`config.mk`:
```
export PLATFORM = sky130hd
export DESIGN_NAME = frame_assembler_flat
export DESIGN_NICKNAME = d
export VERILOG_FILES = /design/src/rtl/frame_assembler_if.sv /design/src/rtl/frame_assembler.sv /design/src/flat_wrapper.sv
export SDC_FILE = /design/constraint.sdc
export NUM_CORES = 1
export LEC_CHECK = 0
export CORE_ASPECT_RATIO = 1.1
export CORE_UTILIZATION = 50
export DETAILED_ROUTE_END_ITERATION = 7
export PLACE_DENSITY = 0.75
export SYNTH_ARGS = -nofsm -noshare
export SYNTH_HDL_FRONTEND = slang
export SYNTH_SLANG_ARGS = --single-unit
```
`constraint.sdc`:
```
create_clock -name i_clk -period 6.1 [get_ports i_clk]
set_clock_uncertainty 0.2 [all_clocks]
set_input_delay 1.22 -clock i_clk [delete_from_list [all_inputs] [get_ports i_clk]]
set_output_delay 1.22 -clock i_clk [all_outputs]
set_load 0.01 [all_outputs]
```
`src/rtl/frame_assembler_if.sv`:
```
// Symbol-in / frame-out bundle between the line decoder and the frame assembler.
// The master drives symbol strobes; the slave (assembler) drives the frame outputs.
interface frame_assembler_if #(
  parameter int unsigned DATA_W = 28
);
  logic              i_ena;
  logic              i_zero;
  logic              i_one;
  logic              i_head;
  logic [DATA_W-1:0] o_package;
  logic [1:0]        o_type;
  logic              o_ready;
  logic              o_parity_err;
  logic              o_sync_err;

  modport master (
    output i_ena, i_zero, i_one, i_head,
    input  o_package, o_type, o_ready, o_parity_err, o_sync_err
  );

  modport slave (
    input  i_ena, i_zero, i_one, i_head,
    output o_package, o_type, o_ready, o_parity_err, o_sync_err
  );
endinterface

```
`src/rtl/frame_assembler.sv`:
```
// Hunts X/Y/Z preambles in the decoded symbol stream, then assembles DATA_W payload
// bits into a tagged word with parity check and sync-error reporting.
module frame_assembler #(
  parameter int unsigned DATA_W    = 28,
  parameter bit          PARITY_EN = 1'b1,
  parameter bit          LSB_FIRST = 1'b1,
  parameter logic [7:0]  PRE_X     = 8'b01011111,
  parameter logic [7:0]  PRE_Y     = 8'b01001100,
  parameter logic [7:0]  PRE_Z     = 8'b01111101
) (
  input  logic i_clk,
  input  logic i_rst_n,
  frame_assembler_if.slave bus
);

  localparam int unsigned CNT_W = $clog2(DATA_W + 1);

  typedef enum logic {
    HUNT,
    DATA
  } state_e;

  state_e              state_q, state_d;
  // Only the three most recent symbols are needed to form the next 4-symbol window.
  logic [5:0]          pre_q, pre_d;
  logic [CNT_W-1:0]    cnt_q, cnt_d;
  logic [DATA_W-1:0]   shift_q, shift_d;
  logic [1:0]          type_q, type_d;
  logic [DATA_W-1:0]   pkg_q, pkg_d;
  logic [1:0]          otype_q, otype_d;
  logic                ready_q, ready_d;
  logic                perr_q, perr_d;
  logic                serr_q, serr_d;

  logic [1:0]          n_strb;
  logic                sym_valid;
  logic                sym_illegal;
  logic [1:0]          code;
  logic [7:0]          pre_nxt;
  logic [DATA_W-1:0]   word;

  always_comb begin
    n_strb      = {1'b0, bus.i_zero} + {1'b0, bus.i_one} + {1'b0, bus.i_head};
    sym_valid   = bus.i_ena && (n_strb == 2'd1);
    sym_illegal = bus.i_ena && (n_strb >= 2'd2);
    code        = bus.i_one ? 2'b11 : (bus.i_head ? 2'b01 : 2'b00);
    pre_nxt     = {pre_q, code};
    if (LSB_FIRST) begin
      word = {bus.i_one, shift_q[DATA_W-1:1]};
    end else begin
      word = {shift_q[DATA_W-2:0], bus.i_one};
    end
  end

  always_comb begin
    state_d = state_q;
    pre_d   = pre_q;
    cnt_d   = cnt_q;
    shift_d = shift_q;
    type_d  = type_q;
    pkg_d   = pkg_q;
    otype_d = otype_q;
    perr_d  = perr_q;
    ready_d = 1'b0;
    serr_d  = 1'b0;

    if (sym_illegal) begin
      serr_d  = 1'b1;
      pre_d   = '0;
      cnt_d   = '0;
      state_d = HUNT;
    end else if (sym_valid) begin
      unique case (state_q)
        HUNT: begin
          pre_d = pre_nxt[5:0];
          if (pre_nxt == PRE_X || pre_nxt == PRE_Y || pre_nxt == PRE_Z) begin
            type_d  = (pre_nxt == PRE_X) ? 2'b01 :
                      (pre_nxt == PRE_Y) ? 2'b10 : 2'b11;
            cnt_d   = '0;
            state_d = DATA;
          end
        end
        DATA: begin
          if (bus.i_head) begin
            // The aborting head symbol becomes the first symbol of the next hunt.
            serr_d  = 1'b1;
            pre_d   = 6'b000001;
            cnt_d   = '0;
            state_d = HUNT;
          end else begin
            shift_d = word;
            if (cnt_q == CNT_W'(DATA_W - 1)) begin
              pkg_d   = word;
              otype_d = type_q;
              perr_d  = PARITY_EN ? ^word : 1'b0;
              ready_d = 1'b1;
              pre_d   = '0;
              cnt_d   = '0;
              state_d = HUNT;
            end else begin
              cnt_d = cnt_q + CNT_W'(1);
            end
          end
        end
        default: state_d = HUNT;
      endcase
    end
  end

  always_ff @(posedge i_clk or negedge i_rst_n) begin
    if (!i_rst_n) begin
      state_q <= HUNT;
      pre_q   <= '0;
      cnt_q   <= '0;
      shift_q <= '0;
      type_q  <= '0;
      pkg_q   <= '0;
      otype_q <= '0;
      perr_q  <= 1'b0;
      ready_q <= 1'b0;
      serr_q  <= 1'b0;
    end else begin
      state_q <= state_d;
      pre_q   <= pre_d;
      cnt_q   <= cnt_d;
      shift_q <= shift_d;
      type_q  <= type_d;
      pkg_q   <= pkg_d;
      otype_q <= otype_d;
      perr_q  <= perr_d;
      ready_q <= ready_d;
      serr_q  <= serr_d;
    end
  end

  assign bus.o_package    = pkg_q;
  assign bus.o_type       = otype_q;
  assign bus.o_ready      = ready_q;
  assign bus.o_parity_err = perr_q;
  assign bus.o_sync_err   = serr_q;

endmodule

```
`src/flat_wrapper.sv`:
```
// flat-port wrapper written by rule: the top's interface ports become plain ports
module frame_assembler_flat 
#(
  parameter int unsigned DATA_W    = 28,
  parameter bit          PARITY_EN = 1'b1,
  parameter bit          LSB_FIRST = 1'b1,
  parameter logic [7:0]  PRE_X     = 8'b01011111,
  parameter logic [7:0]  PRE_Y     = 8'b01001100,
  parameter logic [7:0]  PRE_Z     = 8'b01111101
)
  (i_clk, i_rst_n, bus_i_ena, bus_i_zero, bus_i_one, bus_i_head, bus_o_package, bus_o_type, bus_o_ready, bus_o_parity_err, bus_o_sync_err);
  frame_assembler_if #(.DATA_W(DATA_W)) bus_i ();
  input  logic i_clk;
  input  logic i_rst_n;
  input wire logic [$bits(bus_i.i_ena)-1:0] bus_i_ena;
  input wire logic [$bits(bus_i.i_zero)-1:0] bus_i_zero;
  input wire logic [$bits(bus_i.i_one)-1:0] bus_i_one;
  input wire logic [$bits(bus_i.i_head)-1:0] bus_i_head;
  output wire logic [$bits(bus_i.o_package)-1:0] bus_o_package;
  output wire logic [$bits(bus_i.o_type)-1:0] bus_o_type;
  output wire logic [$bits(bus_i.o_ready)-1:0] bus_o_ready;
  output wire logic [$bits(bus_i.o_parity_err)-1:0] bus_o_parity_err;
  output wire logic [$bits(bus_i.o_sync_err)-1:0] bus_o_sync_err;
  assign bus_i.i_ena = bus_i_ena;
  assign bus_i.i_zero = bus_i_zero;
  assign bus_i.i_one = bus_i_one;
  assign bus_i.i_head = bus_i_head;
  assign bus_o_package = bus_i.o_package;
  assign bus_o_type = bus_i.o_type;
  assign bus_o_ready = bus_i.o_ready;
  assign bus_o_parity_err = bus_i.o_parity_err;
  assign bus_o_sync_err = bus_i.o_sync_err;
  frame_assembler #(.DATA_W(DATA_W), .PARITY_EN(PARITY_EN), .LSB_FIRST(LSB_FIRST), .PRE_X(PRE_X), .PRE_Y(PRE_Y), .PRE_Z(PRE_Z)) u_core (.i_clk(i_clk), .i_rst_n(i_rst_n), .bus(bus_i));
endmodule
```
==> results.txt <==
* Run status: complete, no violations
* Per-cell via count in the routed design: 5.17
* Instance count on the critical path: 6
- Synth warnings: 0
- Worst reg2reg setup slack: 3.32 ns
- Highest attainable clock frequency: 226 MHz
- Of all cell types, the one taking the most synthesized area is dfrtp_1.
- Hold Path Depth: 1
* Clock edge transition at the registers on the reported setup and hold paths: 0.07 ns
- Buffers from clock root to sink, at most: 2
- Flop pwr share: 50.6%
* Total vias in the final route: 1,883
- The setup path with the least slack is of type input pin to register.
- The area growth from synthesis to layout is 19.4%.
- In this run the worst path has a maximum fanout of 33.
- Standard-cell row count: 30
* Remaining number of nets flagged by the antenna check after routing: 0
- Internal power comes to 0.000801 W.
- Worst setup SP type: input pin
- Once the clock tree was built, the setup fixing pass inserted 0 buffers.
- In this run the critical register-to-register path is captured at u_core.bus.o_package[20]$_DFFE_PN0P_.
- Power density cells: 266 nW/µm²
* Number of max-slew violations in the final report: 0
- In the detailed route, the total length drawn on met2 is 2420 µm.
- Primary flip-flop cell chosen by synthesis mapping: dfrtp_1
* Number of cell instances on the worst register-to-register path: 4
* R2R Path Start: u_core.state_q$_DFFE_PN0P_
* Type of the most critical hold path: register to register
* Post-detailed-route wirelength per cell: 13.7 µm
* Total iterations of the first detailed-routing run: 4
- Height of the chip: 87.1 µm
* Initial Util: 52.5%
- Asr flop ratio synth: 100%
* Relative slew slack: 26.2%
* Cells after Synth: 236
- Routed wire length on met3: 189 µm
- Signal arrival time at the worst endpoint: 4.44 ns
- The region available for standard cell placement spans 6270 µm².
- After legalization and detailed placement, the total HPWL measured 3250 µm.
- The critical path goes through clkdlybuf4s50_1 > fa_1 > nor3b_4 > nand3_4 > nor2_4 > mux2_2.
* Cell Count Post-Placement: 348
- In the routed design, unresolved DRC markers number 0.
* Synthesized cell area: 3290 µm²
- For this block, the routed nets add up to 5000 µm of wire.
* Io pins: 39
* Filler Cells Inserted: 493
- Number of clock sinks: 74
* Clk Latency, worst-skew pair: 0.34 ns
- Part of the cycle the worst path needs: 72.4%
- Cell family contributing the most delay on the critical path: simple AND/OR/NAND/NOR gates
- Total negative slack: 0 ns
- Die ar.: 6910 µm²
* Hold-fix buffers, CTS: 0
* Portion of synthesized cell area occupied by the leading cell type: 56.3%
- From left edge to right edge, the die measures 79.4 µm.
- Number of nets in the final layout: 287
- Port bufs: 38
- Aggregate global-route resource usage: 16.9%
- Post-synthesis cell type count: 37
- The number of buffers and inverters on the critical path is 1.
* Maximum capacitance violations: 0
* Finished Layout Cells: 364
- In this run, the clock network consumes 38.2% of the power.
- Starting DRT DRC Count: 75
- The total overflow left after global routing is 0.
* Worst Min Path Start: u_core.bus.o_type[0]$_DFFE_PN0P_
* Register bit count reported by yosys: 74
* Cell chosen for the clock root: clkbuf_8
* Comb power frac: 11.3%
* Share of final-layout standard cells stronger than drive strength 1: 27.8%
- IR drop worst, VDD: 0.152 mV
- First-pass GRT wire length: 8720 µm
* Final setup violation count: 0
- EDFF count, synth: 0
* Maximum number of pins on one net before global-route repair: 75
- Averaged over all synthesized cells, the footprint is 13.9 µm².
* CP max-delay cell: nor2_4
- NetSw: 0.000246 W
- Critical path's largest stage delay: 0.83 ns
* Design Area, Final: 3930 µm²
- STA classifies the critical path endpoint as a register.
- By area the synthesized netlist is led by dfrtp_1 56%, mux2_2 19%, xnor2_1 5.6%.
* CTS H-Tree Depth: 3
* Highest Signal Layer: met4
- Fin crit period: 4.42 ns
- TritonCTS built the clock tree.
* Number of endpoints with negative hold slack in the final report: 0
- Most frequent cell after synthesis: dfrtp_1
* Placer Congestion: 0.828
* # diodes: 0
* Slew of the pin with the lowest slew margin: 1.09 ns
- For this run, the register share of the synthesized area comes to 56.3%.
- Once the clock tree was built, the resizer swapped 0 gates to a different size.
- STA puts the critical path data required time at 6.12 ns.
- Routed met1 length: 2300 µm
- Number of global-route vias before repair: 1,851
- Setup repair after global routing left no endpoint under its margin.
- Hold Crit Endpoint: u_core.bus.o_type[0]$_DFFE_PN0P_
* Switching part of the total power: 23.5%
* Placed standard-cell area: 3720 µm²
- Clock tree synthesis inserted a total of 9 buffers.
* Synthesized net count: 244
- Static leakage: 1.83 nW
- Top cell types by occurrence after synthesis: 74 x dfrtp_1, 56 x mux2_2, 21 x xnor2_1, 17 x nand2_1, 8 x o21ai_0
- Initial antenna violation count: 0
power by group through the flow:
stage	combinational (W)	clock (W)	sequential, W
floorplan	0.0000884	0	0.000534
global placement	0.000116	0	0.000538
detailed placement	0.000118	0	0.000539
CTS	0.000119	0.000415	0.000529
global route	0.000130	0.000435	0.000533
finish	0.000118	0.000400	0.000530
how the worst max path moves through the flow:
| stage | start | end | slack, ns |
|---|---|---|---|
| 4_1_cts | bus_i_one | u_core.bus.o_package[3]$_DFFE_PN0P_ | 1.65 |
| 5_1_grt | bus_i_one | u_core.bus.o_package[20]$_DFFE_PN0P_ | 1.45 |
| 3_3_place_gp | bus_i_one | u_core.bus.o_package[9]$_DFFE_PN0P_ | 1.37 |
| 6_report | bus_i_one | u_core.bus.o_package[20]$_DFFE_PN0P_ | 1.68 |
| 2_1_floorplan | bus_i_head | u_core.bus.o_package[0]$_DFFE_PN0P_ | 2.87 |
| 3_5_place_dp | bus_i_one | u_core.bus.o_package[3]$_DFFE_PN0P_ | 1.28 |
per-layer routing:
layer  track usage [%]  up-vias
met5                 0        -
met4              10.1        0
met3              3.98        8
met2              26.1       41
met1              21.6      918
li1                  -      916
cells in the final DEF (no fill, tap or decap), types with 4 or more instances in the layout:
cell type	netlist	layout
dfrtp_1	74	74
mux2_2	56	56
clkdlybuf4s50_1	0	37
xnor2_1	21	21
nand2_1	17	17
clkbuf_8	0	9
o21ai_0	8	8
a21oi_1	6	6
inv_1	4	4
nor2_1	4	4
mux2i_1	4	4
state kept, by name (all words and copies together) (netlist names):
| register | cells |
|---|---|
| u_core.bus.o_type | 2 |
| u_core.type_q | 2 |
| u_core.bus.o_sync_err | 1 |
| u_core.pre_q | 6 |
| u_core.cnt_q | 5 |
| u_core.bus.o_ready | 1 |
| u_core.bus.o_parity_err | 1 |
| u_core.shift_q | 27 |
| u_core.state_q | 1 |
| u_core.bus.o_package | 28 |
logic make-up (layout without fill, tap and decap cells):
kind of cell | count (synthesis) | count (layout) | share of synthesized area (%)
DFF | 74 | 74 | 56.3
muxes | 61 | 61 | 20.7
and+or+nand+nor | 40 | 40 | 7.68
xor gates and xnor gates | 25 | 25 | 7.49
AOI/OAI and AO/OA | 23 | 23 | 4.75
buffers and inverters | 11 | 59 | 2.13
adders and majority gates | 2 | 2 | 0.988
metrics by stage:
stage          hold slack, ns  setup WS (ns)  power [W]  utilization, %
2_1_floorplan           0.241           2.87   0.000622               -
3_3_place_gp            0.260           1.37   0.000654            59.3
3_5_place_dp            0.277           1.28   0.000657            59.3
4_1_cts                 0.295           1.65    0.00106            62.7
5_1_grt                 0.318           1.45    0.00110            62.7
6_report                0.294           1.68    0.00105            62.7
cell type report:
cell class              count  area (µm²)  share of cell area [%]
flip-flops and latches     74        1850                    47.1
multi-input cells         151        1370                    34.9
repair buffers             39         383                    9.74
clock buffers              11         131                    3.34
well taps                  80         100                    2.55
clock inverters             5        78.8                    2.01
inverters                   4        15.0                   0.382
No activity file was read; power rests on OpenSTA's default activity.
==> patch (same settings) <==
Compare `cnt_q` against `CNT_W'(DATA_W - 1)` with >= in place of ==.
--- a/src/rtl/frame_assembler.sv
+++ b/src/rtl/frame_assembler.sv
@@ -91,3 +91,3 @@
             shift_d = word;
-            if (cnt_q == CNT_W'(DATA_W - 1)) begin
+            if (cnt_q >= CNT_W'(DATA_W - 1)) begin
               pkg_d   = word;
Check against the original RTL: same outputs for any inputs over 10 cycles, from zero or initial values and one cycle with i_rst_n low; that may be too few to reach the edited logic, so the function may still have changed.
==> patch against the original RTL <==
Design area rose by 0.83%. Sequential cell count did not move. Combinational power fell by 5%. Synthesized area fell by 1.0%. Power rose by 6.1%. Critical path depth rose by 2. Worst hold slack got worse by 8.0 ps. Maximum frequency rose by 9.6%. First-iteration DRC count rose by 1.3%. Worst setup slack improved by 390 ps. Highest routed layer unchanged. Wire length rose by 6.0%.
==> patch: results <==
[setup_path]
r2r_slack_ps = 3360
reg2reg_to = u_core.cnt_q[3]
cpMaxStageDelayCell = fa_1
ff2ff_path_depth = 6
critical_path.max_stage_delay_ps = 680
crit_family = buffers and inverters
critPathArrivalTime_ps = 4040
r2r_start = u_core.cnt_q[0]
cp_max_fo = 28

[clocking]
clk_pin_slew_ps = 70
clk_path_buf_depth = 2
post_cts_buffers = 0
cts_max_level = 3
cts_resized = 0
cts_buffers = 9
root_buffer = clkbuf_8

[routing]
wl_met3_microns = 162
maxUsedRoutingLayer = met4
met1_length_microns = 2440
drt_iter0_markers = 76
route.met2.wl_microns = 2610
wl_per_cell_microns = 14.5
via_per_inst = 5.31

[synth]
ys_seq_area_frac = 0.568
synth_compound_area_frac = 0.0641
synth_nets = 246
muxShareOfSynthArea = 0.207
synthAdderAreaFrac = 0.00998
yosysUniqueCellTypes = 38
synthTopCellsByCount = dfrtp_1, mux2_2, xnor2_1, mux2_1, nand2_1
async_reset_ff_frac = 1.00
synthTopCellsByArea = dfrtp_1, mux2_2, xnor2_1
synth-xor-area-share = 0.0757
synth_warnings = 0

[sta]
setup_viol = 0
worst_pin_slew_ps = 896
holdWs_ps = 286
finalHoldViolations = 0

[place]
io_buffers = 38
place_hpwl_microns = 3570
place_ws_ps = 1700
place_congestion = 0.833

[grt]
grtUsageTotal = 0.178
grt_antenna_before_repair = 0
grt_pass1_wl_microns = 9150
first_global_vias = 1898
grt_max_degree = 64

[hold_path]
min_from = u_core.bus.o_package[23]
hp-class = flip-flop to flip-flop
whs_path_depth = 1
min_to = u_core.bus.o_package[23]

[outcome]
status = complete, no violations

[layout]
largest_reg_flops = 28
drive_above_1_share = 0.238
nFillCells = 504
fin_nets = 289

[power_and_ir_drop]
ir_drop_mv = 0.169
p_leak_nw = 1.86
-- patch: cell types whose count changed after synthesis, sizes merged, moves of 3 or more --
cell	before	now
a31oi	4	1
o31ai	0	5
mux2i	4	1
nand2	17	11
-- patch: how the worst max path moves through the flow --
stage / start / to / slack [ps] / cells after the start
detailed placement: bus_i_one / u_core.bus.o_package[4] / 1700 / 8
global route: bus_i_one / u_core.bus.o_package[4] / 1850 / 8
global placement: bus_i_one / u_core.bus.o_package[17] / 1780 / 8
CTS: bus_i_one / u_core.bus.o_package[4] / 2060 / 8
floorplan: bus_i_head / u_core.bus.o_package[10] / 2640 / 7
finish: bus_i_one / u_core.bus.o_package[4] / 2070 / 8
-- patch: layout make-up --
class | instances | share of cell area
clock buffer | 12 | 0.0392
sequential | 74 | 0.467
multi-input combinational | 149 | 0.337
timing repair buffer | 42 | 0.102
clock inverter | 4 | 0.0246
tap | 80 | 0.0253
inverter | 5 | 0.00474
-- patch: routing by layer --
metal  track usage  vias up
met5             0        -
met4        0.0711        0
met3        0.0589        7
met2         0.278       32
met1         0.230      973
li1              -      930
-- patch: metrics by stage --
step           cell area, sq um  instances  total power [W]
2_1_floorplan              3260        238         0.000620
3_3_place_gp               3710        350         0.000653
3_5_place_dp               3710        350         0.000656
4_1_cts                    3960        366          0.00112
5_1_grt                    3960        366          0.00117
6_report                   3960        366          0.00111
-- patch: power breakdown --
part | total [W] | internal, W | switching (W)
clock | 0.000464 | 0.000294 | 0.000170
combinational | 0.000112 | 0.0000564 | 0.0000553
sequential | 0.000535 | 0.000511 | 0.0000242
-- patch: cells by family after synthesis --
logic type                 Yosys count
and+or+nand+nor                     30
xor gates and xnor gates            25
muxes                               60
adders and majority gates            2
AOI/OAI and AO/OA                   32
DFF                                 74
buffers and inverters               15
